==> config.mk <==
export PLATFORM = sky130hd
export DESIGN_NAME = bubble_sort_core
export DESIGN_NICKNAME = d
export VERILOG_FILES = /design/src/rtl/sort_pkg.sv /design/src/rtl/sort_cmp_swap.sv /design/src/rtl/bubble_sort_core.sv
export SDC_FILE = /design/constraint.sdc
export NUM_CORES = 1
export LEC_CHECK = 0
export CORE_ASPECT_RATIO = 1.4
export CORE_MARGIN = 4
export CORE_UTILIZATION = 54
export CTS_CLUSTER_SIZE = 24
export DETAILED_ROUTE_END_ITERATION = 8
export PLACE_DENSITY = 0.9
export SYNTH_ARGS = -nofsm -noshare
export SYNTH_HDL_FRONTEND = slang
export SYNTH_HIERARCHICAL = 1
export SYNTH_SLANG_ARGS = --single-unit
==> constraint.sdc <==
create_clock -name clk -period 4.05 [get_ports clk]
set_input_delay 1.0125 -clock clk [delete_from_list [all_inputs] [get_ports clk]]
set_output_delay 1.0125 -clock clk [all_outputs]
set_load 0.02 [all_outputs]
==> src/rtl/sort_pkg.sv <==
// rtl/sort_pkg.sv - shared state encoding, default sizes and element-slice helper for the sort core
package sort_pkg;

    typedef enum logic [1:0] {
        ST_IDLE = 2'd0,
        ST_SORT = 2'd1,
        ST_DONE = 2'd2
    } state_t;

    localparam int DEF_N = 4;
    localparam int DEF_W = 4;

    function automatic int elem_lsb(input int i, input int w);
        return i * w;
    endfunction

endpackage

==> src/rtl/sort_cmp_swap.sv <==
// rtl/sort_cmp_swap.sv - one compare-and-swap stage; SORT_DESCEND_EN flips the order
module sort_cmp_swap
    import sort_pkg::*;
#(
    parameter int W = DEF_W
) (
    input  logic [W-1:0] a,
    input  logic [W-1:0] b,
    output logic [W-1:0] lo,
    output logic [W-1:0] hi,
    output logic         swapped
);

    // Strict comparison: equal values stay put, keeping the sort stable.
`ifdef SORT_DESCEND_EN
    assign swapped = (a < b);
`else
    assign swapped = (a > b);
`endif

    assign lo = swapped ? b : a;
    assign hi = swapped ? a : b;

endmodule

==> src/rtl/bubble_sort_core.sv <==
// rtl/bubble_sort_core.sv - sequential bubble sort, one compare per clock, early exit on a clean pass
// Build option: SORT_DESCEND_EN selects descending order.
module bubble_sort_core
    import sort_pkg::*;
#(
    parameter int N = DEF_N,
    parameter int W = DEF_W
) (
    input  logic           clk,
    input  logic           rst,
    input  logic           start,
    input  logic [N*W-1:0] uns_data,
    output logic           busy,
    output logic           done,
    output logic [N*W-1:0] sort_data
);

    localparam int IW = $clog2(N);
    localparam logic [IW-1:0] LAST_PASS = IW'(N - 2);

    state_t         state;
    state_t         state_nxt;
    logic [W-1:0]   arr      [N];
    logic [W-1:0]   arr_post [N];
    logic [IW-1:0]  idx;
    logic [IW-1:0]  idx_inc;
    logic [IW-1:0]  pass;
    logic [IW-1:0]  pass_end;
    logic           swp;
    logic [W-1:0]   cmp_a;
    logic [W-1:0]   cmp_b;
    logic [W-1:0]   lo;
    logic [W-1:0]   hi;
    logic           swapped;
    logic           end_of_pass;
    logic           finish;

    assign idx_inc     = idx + IW'(1);
    assign cmp_a       = arr[idx];
    assign cmp_b       = arr[idx_inc];
    assign pass_end    = LAST_PASS - pass;
    assign end_of_pass = (idx >= pass_end);
    assign finish      = end_of_pass && (!(swp || swapped) || (pass == LAST_PASS));

    sort_cmp_swap #(.W(W)) u_cmp (
        .a       (cmp_a),
        .b       (cmp_b),
        .lo      (lo),
        .hi      (hi),
        .swapped (swapped)
    );

    always_comb begin
        arr_post          = arr;
        arr_post[idx]     = lo;
        arr_post[idx_inc] = hi;
    end

    always_ff @(posedge clk or posedge rst) begin
        if (rst) begin
            state <= ST_IDLE;
        end else begin
            state <= state_nxt;
        end
    end

    always_comb begin
        state_nxt = state;
        case (state)
            ST_IDLE: if (start) state_nxt = ST_SORT;
            ST_SORT: if (finish) state_nxt = ST_DONE;
            ST_DONE: state_nxt = start ? ST_SORT : ST_IDLE;
            default: state_nxt = ST_IDLE;
        endcase
    end

    always_comb begin
        busy = (state == ST_SORT);
        done = (state == ST_DONE);
    end

    always_ff @(posedge clk or posedge rst) begin
        if (rst) begin
            for (int i = 0; i < N; i++) begin
                arr[i] <= '0;
            end
            idx       <= '0;
            pass      <= '0;
            swp       <= 1'b0;
            sort_data <= '0;
        end else begin
            case (state)
                ST_IDLE, ST_DONE: begin
                    if (start) begin
                        for (int i = 0; i < N; i++) begin
                            arr[i] <= uns_data[elem_lsb(i, W) +: W];
                        end
                        idx  <= '0;
                        pass <= '0;
                        swp  <= 1'b0;
                    end
                end
                ST_SORT: begin
                    for (int i = 0; i < N; i++) begin
                        arr[i] <= arr_post[i];
                    end
                    if (!end_of_pass) begin
                        idx <= idx_inc;
                        swp <= swp | swapped;
                    end else if (finish) begin
                        // Publish the post-swap array so the final compare is included.
                        for (int i = 0; i < N; i++) begin
                            sort_data[elem_lsb(i, W) +: W] <= arr_post[i];
                        end
                    end else begin
                        pass <= pass + IW'(1);
                        idx  <= '0;
                        swp  <= 1'b0;
                    end
                end
                default: ;
            endcase
        end
    end

endmodule

Word-level counts from Yosys, hierarchy flattened
Index checks and enable logic that the tools add are counted.
{ "op_classes": {"n_addsub": 3, "reduce_logical": 14, "bitwise_logic": 3, "eq_ne": 9, "muxes": 31, "n_lt_le_gt_ge": 6} }
{ "ops": {"columns": ["operator", "n"], "rows": [
  ["16-bit bitwise mux", 2],
  ["4-bit 2-to-1 mux", 8],
  ["16-bit case mux with 2 select lines", 1],
  ["4-bit binary-select mux with 2-bit select", 2],
  ["4-bit demux with 2-bit select", 2],
  ["16-bit 2-to-1 mux", 1],
  ["2-bit 2-to-1 mux", 7],
  ["2-bit case mux with 2 select lines", 2],
  ["3-bit >= comparator, second input constant", 2],
  ["3-bit by 1-bit < comparator with 1-bit output, second input constant", 2],
  ["2-bit inequality test, second input constant", 3],
  ["2-bit NOT with 3-bit output", 2],
  ["2-bit case mux with 3 select lines", 1],
  ["3-bit AND reduction", 2],
  ["2-bit by 1-bit adder with 2-bit output, second input constant", 2],
  ["2-bit == test, second input constant", 2],
  ["4-bit greater-than comparator", 1],
  ["1-bit 2-to-1 mux", 4],
  ["2-bit by 1-bit inequality test with 1-bit output, second input constant", 2],
  ["2-bit AND reduction", 2],
  ["4-bit AND reduction", 1],
  ["1-bit logical AND", 3],
  ["3-bit inequality test, second input constant", 1],
  ["2-bit by 1-bit == test with 1-bit output, second input constant", 1],
  ["other kinds (9)", 10]
]} }
{ "word_totals": {"reg_bits": 39, "inputBits": 19, "wordCells": 75} }

Depth between registers and ports, before layout
{ "depth": {"ltp_word": 13, "depth_mapped": 14} }

Hierarchy
Netlist, hierarchy kept.
{ "modules_own_cells": {"columns": ["mod", "cells_per_inst", "n_inst", "area_per_inst_um2"], "rows": [
  ["bubble_sort_core", 226, 1, 2311.0],
  ["sort_cmp_swap", 21, 1, 205.2]
]} }

Worst setup path after synthesis
No wires, ideal clock.
{ "synth_timing": {"path_type": "reg-to-reg", "from": "register idx[0]", "to": "register sort_data[0]", "path_buffers": 2, "path_stages_with_launch": 14, "arrival_ns": 3.191, "slack_ns": 0.734, "path_cell_list": "dfrtp_1 -> buf_2 -> inv_1 -> ha_1 -> mux4_2 -> inv_1 -> ha_1 -> nor2b_1 -> o211ai_2 -> a21oi_4 -> o21ba_1 -> nor3_4 -> buf_12 -> mux2_4"} }
{ "synth_between": {"elab_chain_len": 11, "word_cells_on_any_way": 30} }
{ "synth_lines": {"columns": ["item", "line", "rtl"], "rows": [
  ["from (decl)", "bubble_sort_core.sv:25", "logic [IW-1:0] idx;"],
  ["from (signal assigned)", "bubble_sort_core.sv:108", "idx <= idx_inc;"],
  ["2-bit by 1-bit adder with 2-bit output (*)", "bubble_sort_core.sv:38", "assign idx_inc = idx + IW'(1);"],
  ["2-bit NOT with 3-bit output (not written as such) (*)", "bubble_sort_core.sv:40", "assign cmp_b = arr[idx_inc];"],
  ["4-bit binary-select mux with 2-bit select (*)", "bubble_sort_core.sv:40", null],
  ["4-bit 2-to-1 mux (not written as such) (*) (2 in series)", "bubble_sort_core.sv:40", null],
  ["net cmp_b[1]", "bubble_sort_core.sv:31", "logic [W-1:0] cmp_b;"],
  ["4-bit greater-than comparator (*)", "sort_cmp_swap.sv:18", "assign swapped = (a > b);"],
  ["net swapped", "bubble_sort_core.sv:34", "logic swapped;"],
  ["1-bit logical OR", "bubble_sort_core.sv:43", "assign finish = end_of_pass && (!(swp || swapped) || (pass == LAST_PASS));"],
  ["1-bit zero test", "bubble_sort_core.sv:43", null],
  ["1-bit logical OR", "bubble_sort_core.sv:43", null],
  ["1-bit logical AND", "bubble_sort_core.sv:43", null],
  ["3-bit AND reduction (no line)", null, null],
  ["to (signal, indexed assignment)", "bubble_sort_core.sv:113", "sort_data[elem_lsb(i, W) +: W] <= arr_post[i];"],
  ["to (decl)", "bubble_sort_core.sv:15", "output logic [N*W-1:0] sort_data"]
]} }
The timed path passes the listed nets; every way through them passes the cells marked *. The select of a mux whose other input is x is not followed.
A chain may end at the register's enable or synchronous reset.

Worst setup path in the final report
{ "layout_timing": {"from": "register idx[1]", "to": "register sort_data[6]"} }
{ "layout_between": {"word_cells_on_any_way": 30} }
{ "layout_rtl": {"columns": ["item", "line", "rtl"], "rows": [
  ["2-bit by 1-bit adder with 2-bit output", "bubble_sort_core.sv:38", null],
  ["2-bit NOT with 3-bit output (not written as such)", "bubble_sort_core.sv:40", null],
  ["4-bit binary-select mux with 2-bit select", "bubble_sort_core.sv:40", null],
  ["4-bit 2-to-1 mux (not written as such) (2 in series)", "bubble_sort_core.sv:40", null],
  ["net cmp_b[3]", "bubble_sort_core.sv:31", null],
  ["4-bit greater-than comparator", "sort_cmp_swap.sv:18", null],
  ["net swapped", "bubble_sort_core.sv:34", null],
  ["4-bit 2-to-1 mux", "sort_cmp_swap.sv:21", "assign lo = swapped ? b : a;"],
  ["net lo[2]", "bubble_sort_core.sv:32", "logic [W-1:0] lo;"],
  ["16-bit bitwise mux", "bubble_sort_core.sv:55", "arr_post[idx] = lo;"],
  ["16-bit bitwise mux", "bubble_sort_core.sv:56", "arr_post[idx_inc] = hi;"]
]} }
The timed path passes the listed nets, and every way through them passes these cells. The select of a mux whose other input is x is not followed.

==> metrics <==
status completed; Worst setup SP type flop; met3 WL post-DR 200 um; GRT Total Usage 0.2149; largest area contributor in the netlist dfrtp_1; share of cells above drive strength 1 0.1837; Seq/Total Area, Yosys 0.3879; Fin. Hold Viols 0; largest net degree at the start of global routing 40; R2R depth 11; Worst Skew 0.004448 ns; library cells used by synthesis 29; PortBufs 36; DRC 0; Worst-Skew Late Latency 0.29 ns; Final period util 0.8523; Fill cells 357; Num CTS Buffers 5; actual slew at the worst max-slew pin 0.7693 ns; Synthesized Nets 277; Hold Path Sink sort_data[0]; WL met1 2453 um; RSZ-0062 raised after global routing no; cells after synthesis 247; peak per-stage delay on the critical path 0.52 ns; # IOs 37; Hold Buf Count CTS 0; Final min period 3.452 ns; DPL Wire Length 4148 um; CP bufs+invs 2; EDFF count, synth 0; worst hold path depth 1; # nets final 312; Hold Crit Class reg -> reg; max-cap violation count 0; H-tree Lvls 2; critical path fanouts, max 10; met2 wire len 2865 um; first-pass GRT wire length 9625 um; Ys Warns 6; vias in the first global route 1,996; number of DRC markers in iteration 0 126; Vias 1,996; clk sinks 39; Die W 65.69 um; antenna violations before repair 0; Vias/cell 5.786; syn avg cell area 10.19 um^2; Antenna Nets Post-Route 0; GPL Wtd Cong 0.9073; row cnt 29; Clk pin slew, worst setup/hold paths 0.07 ns; DRT Pass-1 Iters 4; Syn Std Cell Area 2516 um^2; Setup CP Type reg -> reg; Post-CTS Setup Inserts 0; die area 5831 um^2; antenna cells 0; Pins Over Slew Limit 0; worst hold start sort_data[0]; CP required 4.23 ns; FF-to-FF Start idx[1]; Worst Path Arrival 3.64 ns; Worst R2R End sort_data[6]; flops & latches, synth 39; Top delay family on crit path multiplexers; worst-path cell chain inv_1, ha_1, mux4_2, inv_1, ha_1, and4_2, a21oi_4, mux2_2, mux2i_1, o21ai_0, mux2_2; core area 4536 um^2; WL/cell 16.68 um; slowest CP cell dfrtp_1; # setup viols final 0; Rel. slew slack 0.4871; setup tns final 0 ns; Commonest cells post-synth nand2_1, dfrtp_1, mux2i_1, nor2_1, o21ai_0; Worst setup EP type flop; post-synth top area share 0.3879; GRT overflow 0; Initial Utilization 0.5548; most common cell in the netlist nand2_1; Synth area leaders dfrtp_1, nand2_1, mux2i_1; ys async rst share 1.000; Max Root-Sink Buffers 2; CTS resizes 0; CTS root buffer clkbuf_8; fmax 289.7 MHz; Post-Route WL 5754 um; Die Height 88.77 um; Crit path depth 11; Area growth syn-to-layout 20.04%; Main synth FF type dfrtp_1; CTS tree built; Max Used Layer met4; R2R Setup Slk 0.60 ns
## worst reg2reg max path, delay by kind of cell, from the launching register on
| kind | cells | cell delay (ns) |
|---|---|---|
| multiplexers | 4 | 1.25 |
| flip-flops | 1 | 0.52 |
| adder cells (fa/ha/maj) | 2 | 0.67 |
| buffers and inverters | 2 | 0.20 |
| AND/OR/NAND/NOR | 1 | 0.26 |
| AO/OA/AOI/OAI | 2 | 0.44 |
## final cells by class
class	instances	area [um^2]	area share
clock buffer	8	100.1	0.03314
sequential	39	975.9	0.3231
timing repair buffer	42	405.4	0.1342
multi-input combinational	184	1424	0.4714
inverter	10	37.54	0.01243
tap	62	77.57	0.02568
## per-stage QoR
stage | instance area [um^2] | utilization | hold slack, ns | instances | setup WS, ns
2_1_floorplan | 2516 | - | 0.4745 | 247 | 0.7339
3_3_place_gp | 2920 | 0.6439 | 0.4923 | 337 | 0.7557
3_5_place_dp | 2920 | 0.6439 | 0.4962 | 337 | 0.6619
4_1_cts | 3020 | 0.6659 | 0.5164 | 345 | 0.6114
5_1_grt | 3020 | 0.6659 | 0.5247 | 345 | 0.3958
6_report | 3020 | 0.6659 | 0.5134 | 345 | 0.5982
## cell usage in the layout, fill, tap and decap left out
cell	count
a21o_1	1
a21oi_1	2
a21oi_4	2
a31oi_1	16
a32oi_1	1
and3_2	1
and4_2	1
buf_4	6
clkbuf_1	1
clkbuf_8	7
clkdlybuf4s50_1	36
dfrtp_1	39
ha_1	11
inv_1	10
mux2_2	15
mux2_4	9
mux2i_1	18
mux4_2	8
nand2_1	51
nand2b_1	2
nand2b_2	1
nand3_1	2
nor2_1	18
nor2b_1	3
nor3_4	1
o211ai_1	1
o211ai_2	1
o21ai_0	18
o21ba_1	1
## registers in the layout (all words and copies together) (netlist names)
register,cells
arr,16
pass,2
idx,2
sort_data,16
state,2
swp,1
## per-layer routing
metal  GRT usage  vias to the layer above
met4      0.1132                        0
met3     0.04193                       22
met1      0.2727                      984
met2      0.3458                       53
li1            -                      937
met5           0                        -
## cell families after synthesis
family | share of synthesized area
AOI/OAI and AO/OA | 0.1109
buffers and inverters | 0.04625
and+or+nand+nor | 0.1363
DFF | 0.3879
adders and majority gates | 0.05470
muxes | 0.2640
## worst max-delay path by stage
stage | start | to
2_1_floorplan | idx[0] | sort_data[0]
3_3_place_gp | idx[1] | sort_data[2]
3_5_place_dp | idx[1] | sort_data[2]
4_1_cts | idx[1] | sort_data[4]
5_1_grt | idx[1] | sort_data[4]
6_report | idx[1] | sort_data[6]
Power is left out: the tool's default activity adds up to more than one toggle a clock period on the data nets, which glitch-free logic cannot reach.
